===== config.mk =====
export PLATFORM = sky130hd
export DESIGN_NAME = uart_rx_cfg
export DESIGN_NICKNAME = d
export VERILOG_FILES = /design/src/rtl/uart_rx_cfg.sv
export SDC_FILE = /design/constraint.sdc
export NUM_CORES = 1
export LEC_CHECK = 0
export ABC_AREA = 1
export CORE_UTILIZATION = 41
export DETAILED_ROUTE_END_ITERATION = 16
export DONT_BUFFER_PORTS = 1
export HOLD_SLACK_MARGIN = 0.02
export PLACE_DENSITY_LB_ADDON = 0.12
export SYNTH_ARGS = -nofsm -noshare
export SYNTH_HDL_FRONTEND = slang
export SYNTH_SLANG_ARGS = --single-unit

===== constraint.sdc =====
create_clock -name clk -period 1.3 [get_ports clk]
set_input_delay 0.13 -clock clk [delete_from_list [all_inputs] [get_ports clk]]
set_output_delay 0.13 -clock clk [all_outputs]
set_load 0.005 [all_outputs]

===== src/rtl/uart_rx_cfg.sv =====
// Configurable UART receiver: input synchroniser, 3-sample majority vote, start-glitch
// rejection, selectable data width / parity / stop bits, parity/framing/break reporting.
module uart_rx_cfg #(
    parameter int CLK_FREQ    = 50_000_000,
    parameter int BAUD_RATE   = 115200,
    parameter int DATA_BITS   = 8,
    parameter int PARITY      = 0,
    parameter int STOP_BITS   = 1,
    parameter int SYNC_STAGES = 2
) (
    input  logic                 clk,
    input  logic                 rst,
    input  logic                 rx_i,
    output logic [DATA_BITS-1:0] data_o,
    output logic                 data_valid_o,
    output logic                 parity_err_o,
    output logic                 frame_err_o,
    output logic                 break_o,
    output logic                 busy_o
);
    localparam int CLKS_PER_BIT = CLK_FREQ / BAUD_RATE;
    localparam int CNT_W        = $clog2(CLKS_PER_BIT + 1);
    localparam int BIT_W        = $clog2(DATA_BITS + 1);

    localparam logic [CNT_W-1:0] CNT_LAST  = CNT_W'(CLKS_PER_BIT - 1);
    localparam logic [CNT_W-1:0] CNT_HALF  = CNT_W'(CLKS_PER_BIT / 2 - 1);
    localparam logic [BIT_W-1:0] BIT_LAST  = BIT_W'(DATA_BITS - 1);
    localparam logic [1:0]       STOP_LAST = 2'(STOP_BITS - 1);

    generate
        if (CLKS_PER_BIT < 8) begin : g_bad_rate
            $error("uart_rx_cfg: CLK_FREQ/BAUD_RATE must be >= 8");
        end
        if (DATA_BITS < 5 || DATA_BITS > 9) begin : g_bad_width
            $error("uart_rx_cfg: DATA_BITS must be 5..9");
        end
        if (PARITY < 0 || PARITY > 2) begin : g_bad_parity
            $error("uart_rx_cfg: PARITY must be 0, 1 or 2");
        end
        if (STOP_BITS < 1 || STOP_BITS > 2) begin : g_bad_stop
            $error("uart_rx_cfg: STOP_BITS must be 1 or 2");
        end
        if (SYNC_STAGES < 2) begin : g_bad_sync
            $error("uart_rx_cfg: SYNC_STAGES must be >= 2");
        end
    endgenerate

    typedef enum logic [2:0] {
        S_IDLE, S_START, S_DATA, S_PARITY, S_STOP, S_RECOVER
    } state_t;

    state_t                 state, state_n;
    logic [SYNC_STAGES-1:0] sync_q;
    logic [2:0]             hist;
    logic                   rx_s;
    logic                   bit_val;
    logic                   strobe;
    logic                   done;
    logic [CNT_W-1:0]       clk_cnt;
    logic [BIT_W-1:0]       bit_cnt;
    logic [1:0]             stop_cnt;
    logic [DATA_BITS-1:0]   shreg;
    logic                   p_bit;
    logic                   ferr_q;
    logic                   any_one;
    logic                   ferr_n;
    logic                   par_err;
    logic                   brk_n;

    assign rx_s    = sync_q[SYNC_STAGES-1];
    assign bit_val = (hist[0] & hist[1]) | (hist[0] & hist[2]) | (hist[1] & hist[2]);
    assign strobe  = (clk_cnt == CNT_LAST);

    // Flags for the frame being closed by the final stop strobe.
    assign ferr_n  = ferr_q | ~bit_val;
    assign brk_n   = ~(any_one | bit_val);
    assign par_err = (PARITY == 1) ? ~(^shreg ^ p_bit) :
                     (PARITY == 2) ?  (^shreg ^ p_bit) : 1'b0;

    always_ff @(posedge clk) begin
        if (rst) begin
            sync_q <= '1;
            hist   <= '1;
        end else begin
            sync_q <= {sync_q[SYNC_STAGES-2:0], rx_i};
            hist   <= {hist[1:0], rx_s};
        end
    end

    always_comb begin
        state_n = state;
        done    = 1'b0;
        case (state)
            S_IDLE:    if (!rx_s) state_n = S_START;
            S_START: begin
                if (rx_s)                     state_n = S_IDLE;
                else if (clk_cnt == CNT_HALF) state_n = S_DATA;
            end
            S_DATA: begin
                if (strobe && bit_cnt == BIT_LAST)
                    state_n = (PARITY != 0) ? S_PARITY : S_STOP;
            end
            S_PARITY:  if (strobe) state_n = S_STOP;
            S_STOP: begin
                if (strobe && stop_cnt == STOP_LAST) begin
                    done    = 1'b1;
                    state_n = ferr_n ? S_RECOVER : S_IDLE;
                end
            end
            // A line held low after a bad frame must go high before we re-arm.
            S_RECOVER: if (rx_s) state_n = S_IDLE;
            default:   state_n = S_IDLE;
        endcase
    end

    always_ff @(posedge clk) begin
        if (rst) begin
            state        <= S_IDLE;
            clk_cnt      <= '0;
            bit_cnt      <= '0;
            stop_cnt     <= '0;
            shreg        <= '0;
            p_bit        <= 1'b0;
            ferr_q       <= 1'b0;
            any_one      <= 1'b0;
            data_o       <= '0;
            data_valid_o <= 1'b0;
            parity_err_o <= 1'b0;
            frame_err_o  <= 1'b0;
            break_o      <= 1'b0;
            busy_o       <= 1'b0;
        end else begin
            state        <= state_n;
            busy_o       <= (state_n != S_IDLE);
            data_valid_o <= done;
            parity_err_o <= done & par_err;
            frame_err_o  <= done & ferr_n;
            break_o      <= done & brk_n;
            if (done) data_o <= shreg;

            case (state)
                S_IDLE, S_RECOVER: clk_cnt <= '0;
                S_START: clk_cnt <= (state_n == S_START) ? clk_cnt + 1'b1 : '0;
                default: clk_cnt <= strobe ? '0 : clk_cnt + 1'b1;
            endcase

            if (state == S_START && state_n == S_DATA) begin
                bit_cnt  <= '0;
                stop_cnt <= '0;
                ferr_q   <= 1'b0;
                any_one  <= 1'b0;
                p_bit    <= 1'b0;
            end else if (strobe) begin
                case (state)
                    S_DATA: begin
                        shreg   <= {bit_val, shreg[DATA_BITS-1:1]};
                        bit_cnt <= bit_cnt + 1'b1;
                        any_one <= any_one | bit_val;
                    end
                    S_PARITY: begin
                        p_bit   <= bit_val;
                        any_one <= any_one | bit_val;
                    end
                    S_STOP: begin
                        stop_cnt <= stop_cnt + 1'b1;
                        ferr_q   <= ferr_n;
                        any_one  <= any_one | bit_val;
                    end
                    default: ;
                endcase
            end
        end
    end
endmodule

==> impl_metrics.json <==
{
  "status": "finished with violations",
  "violations": "hold timing, setup timing",
  "first_global_vias": 1628,
  "drive_gt1_share_pct": 42.3,
  "synth_mux_area_share_pct": 0,
  "path_class": "flop to flop",
  "synth_warnings": 0,
  "clk_latency_ps": 300,
  "p_per_area_nw_per_um2": 954,
  "syn-cell-area_um2": 2000,
  "setup_viol": 36,
  "avgSynthCellArea_um2": 7.52,
  "numPortBuffers": 0,
  "routed_wl_um": 4320,
  "synthSimpleGateAreaFrac_pct": 31.6,
  "power_frac_clock_pct": 46.8,
  "worstPathRequired_ps": 1540,
  "clk_pin_slew_ps": 90,
  "antenna_found_initial": 0,
  "combPwrFrac_pct": 2.2,
  "syn_inst": 266,
  "die_h_um": 71.9,
  "fmax_mhz": 699,
  "cts_buffer_depth": 2,
  "drtPass1Iterations": 4,
  "p_sw_share_pct": 19.7,
  "postCtsHoldBufs": 3,
  "post_drt_wl_per_cell_um": 11.5,
  "dp_cells": 362,
  "slew_viol_final": 0,
  "grt_first_pass_wirelength_um": 7140,
  "power.total_w": 0.00272,
  "place.gp.congestion": 0.821,
  "start_kind": "flop",
  "p_int_w": 0.00218,
  "mostFrequentLayoutCells": "nand2_1, dfxtp_1, inv_1, nor2_1, buf_4",
  "finalCritPeriodShare_pct": 110,
  "synth_xor_area_share_pct": 2.19,
  "die_area_um2": 5160,
  "synth_fp_nets": 274,
  "end_kind": "flop",
  "maxCapViolCount": 0,
  "ant_nets": 0,
  "hold_slack_ps": -120,
  "cp.arrival_ps": 1670,
  "clock_sinks": 45,
  "fill_cells": 423,
  "io_pins": 16,
  "netSwitchingPower_w": 0.000535,
  "fp.coreArea_um2": 4720,
  "htreeDepth": 2,
  "final_util_pct": 60.3,
  "insertedDiodeCount": 0,
  "first_iter_violations": 71,
  "ys_seq_area_share_pct": 45.0,
  "worst_slack_ps": -131,
  "rows": 25,
  "grt_overflow": 0,
  "finalClockSkew_ps": 6.55,
  "p_seq_share_pct": 50.9,
  "fin_cells": 377,
  "synth_seq_cells": 45,
  "drc": 0,
  "ir_worst_vdd_mv": 0.638,
  "hold_viol": 11,
  "synth-compound-area-share_pct": 9.38,
  "p_leak_nw": 1.19,
  "start_util_pct": 42.4,
  "die_w_um": 71.9,
  "ys_types": 30,
  "dpl.hpwl_um": 2930,
  "area_growth_pct": 42.3,
  "cts_made_buffers": 5,
  "num_vias": 1729,
  "cts_tree": "done",
  "post-place-ws_ps": -157,
  "hold_path.class": "primary input to flop",
  "gr-usage-all-layers_pct": 17.7,
  "final_nets": 317,
  "synth_top_family_by_area": "simple AND/OR/NAND/NOR gates",
  "final_common_cell": "nand2_1",
  "synth_adder_area_share_pct": 3.13,
  "via_per_inst": 4.59,
  "clock-root-buffer": "clkbuf_8",
  "grt_max_degree": 16,
  "min_period_ps": 1430,
  "crit_path_max_fanout": 3,
  "rsz0062_at_grt": "yes"
}
-- cell usage after synthesis --
library cell / instances / area [µm²]
xor2_1: 4 / 35.0
nand4_1: 1 / 6.26
o21ai_2: 7 / 61.3
a21oi_1: 18 / 90.1
clkbuf_1: 1 / 3.75
nor4_4: 1 / 21.3
nor2_1: 43 / 161
dfxtp_1: 45 / 901
nand2_4: 1 / 11.3
xnor2_1: 1 / 8.76
nor2_4: 3 / 33.8
nor3_2: 2 / 20.0
conb_1: 1 / 3.75
buf_1: 1 / 3.75
nor2_8: 1 / 20.0
or2_0: 1 / 6.26
buf_2: 1 / 5.00
buf_4: 1 / 7.51
or2_2: 2 / 12.5
o21ai_0: 6 / 30.0
inv_2: 4 / 15.0
nand3_1: 14 / 70.1
nand2_2: 2 / 12.5
nor3_1: 2 / 10.0
and3_1: 1 / 6.26
nand2_1: 64 / 240
inv_1: 30 / 113
buf_6: 2 / 22.5
ha_1: 5 / 62.6
a31oi_1: 1 / 6.26
-- final timing paths --
kind                         startpoint                       to  slack (ps)  depth (start not counted)
setup reg to reg  clk_cnt[1]$_SDFF_PP0_  bit_cnt[1]$_SDFFE_PP0P_        -130                         10
hold / removal                      rst    shreg[0]$_SDFFE_PP0P_        -120                          1
setup / recovery  clk_cnt[1]$_SDFF_PP0_  bit_cnt[1]$_SDFFE_PP0P_        -130                         10
hold reg to reg      hist[1]$_SDFF_PP1_       hist[2]$_SDFF_PP1_         430                          2
-- kinds of logic after synthesis --
group | Yosys count
buffers and inverters | 40
AOI/OAI and AO/OA | 32
xor gates and xnor gates | 5
and+or+nand+nor | 138
DFF | 45
other | 1
adders and majority gates | 5
-- worst max-delay path: stages (launching register included) --
cell     delay (ps)
dfxtp_2         340
inv_4            70
ha_4            140
nand2_4          50
nor2_4          100
nand2_4          90
nor2_4          190
buf_4           150
buf_6            90
nand2_1          40
a21oi_1         120
-- cell type report --
| type | count | area, µm² | share of cell area [%] |
|---|---|---|---|
| clock inverter | 3 | 68.8 | 2.42 |
| clock buffer | 5 | 68.8 | 2.42 |
| multi-input combinational | 182 | 1180 | 41.3 |
| inverter | 34 | 148 | 5.19 |
| tap | 67 | 83.8 | 2.95 |
| sequential | 45 | 910 | 32.0 |
| timing repair buffer | 41 | 392 | 13.8 |
-- repair_timing --
item	4_1_cts	5_1_grt
resized for setup	21	64
endpoints found under the hold margin	13	11
pin swaps	9	21
buffers inserted	2	1
gates cloned	1	1
endpoints found under the setup margin	40	40
-- power groups by stage --
stage | Combinational [W] | Sequential (W) | Clock, W
after floorplan | 0.0000382 | 0.00142 | 0
after global placement | 0.0000499 | 0.00142 | 0
after detailed placement | 0.0000499 | 0.00142 | 0
after CTS | 0.0000569 | 0.00138 | 0.00130
after global routing | 0.0000659 | 0.00139 | 0.00138
final | 0.0000603 | 0.00138 | 0.00127
-- metrics by stage --
step	area, µm²	setup TNS, ps
2_1_floorplan	2040	-897
3_3_place_gp	2360	-2860
3_5_place_dp	2360	-3660
4_1_cts	2610	-2970
5_1_grt	2850	-6790
6_report	2850	-2760
-- registers in the layout, indices dropped and copies added (netlist names), 2 cells and up --
register	cells
clk_cnt	9
data_o	8
shreg	8
bit_cnt	4
hist	3
state	3
stop_cnt	2
sync_q	2
-- layer usage --
layer	vias up	GRT usage (%)	part of all wire, %
li1	914	-	-
met1	792	24.2	50
met2	13	26.7	46
met3	10	4.08	2.3
met4	0	7.63	1.8
met5	-	0	0
Power figures use the tool's default switching activity.
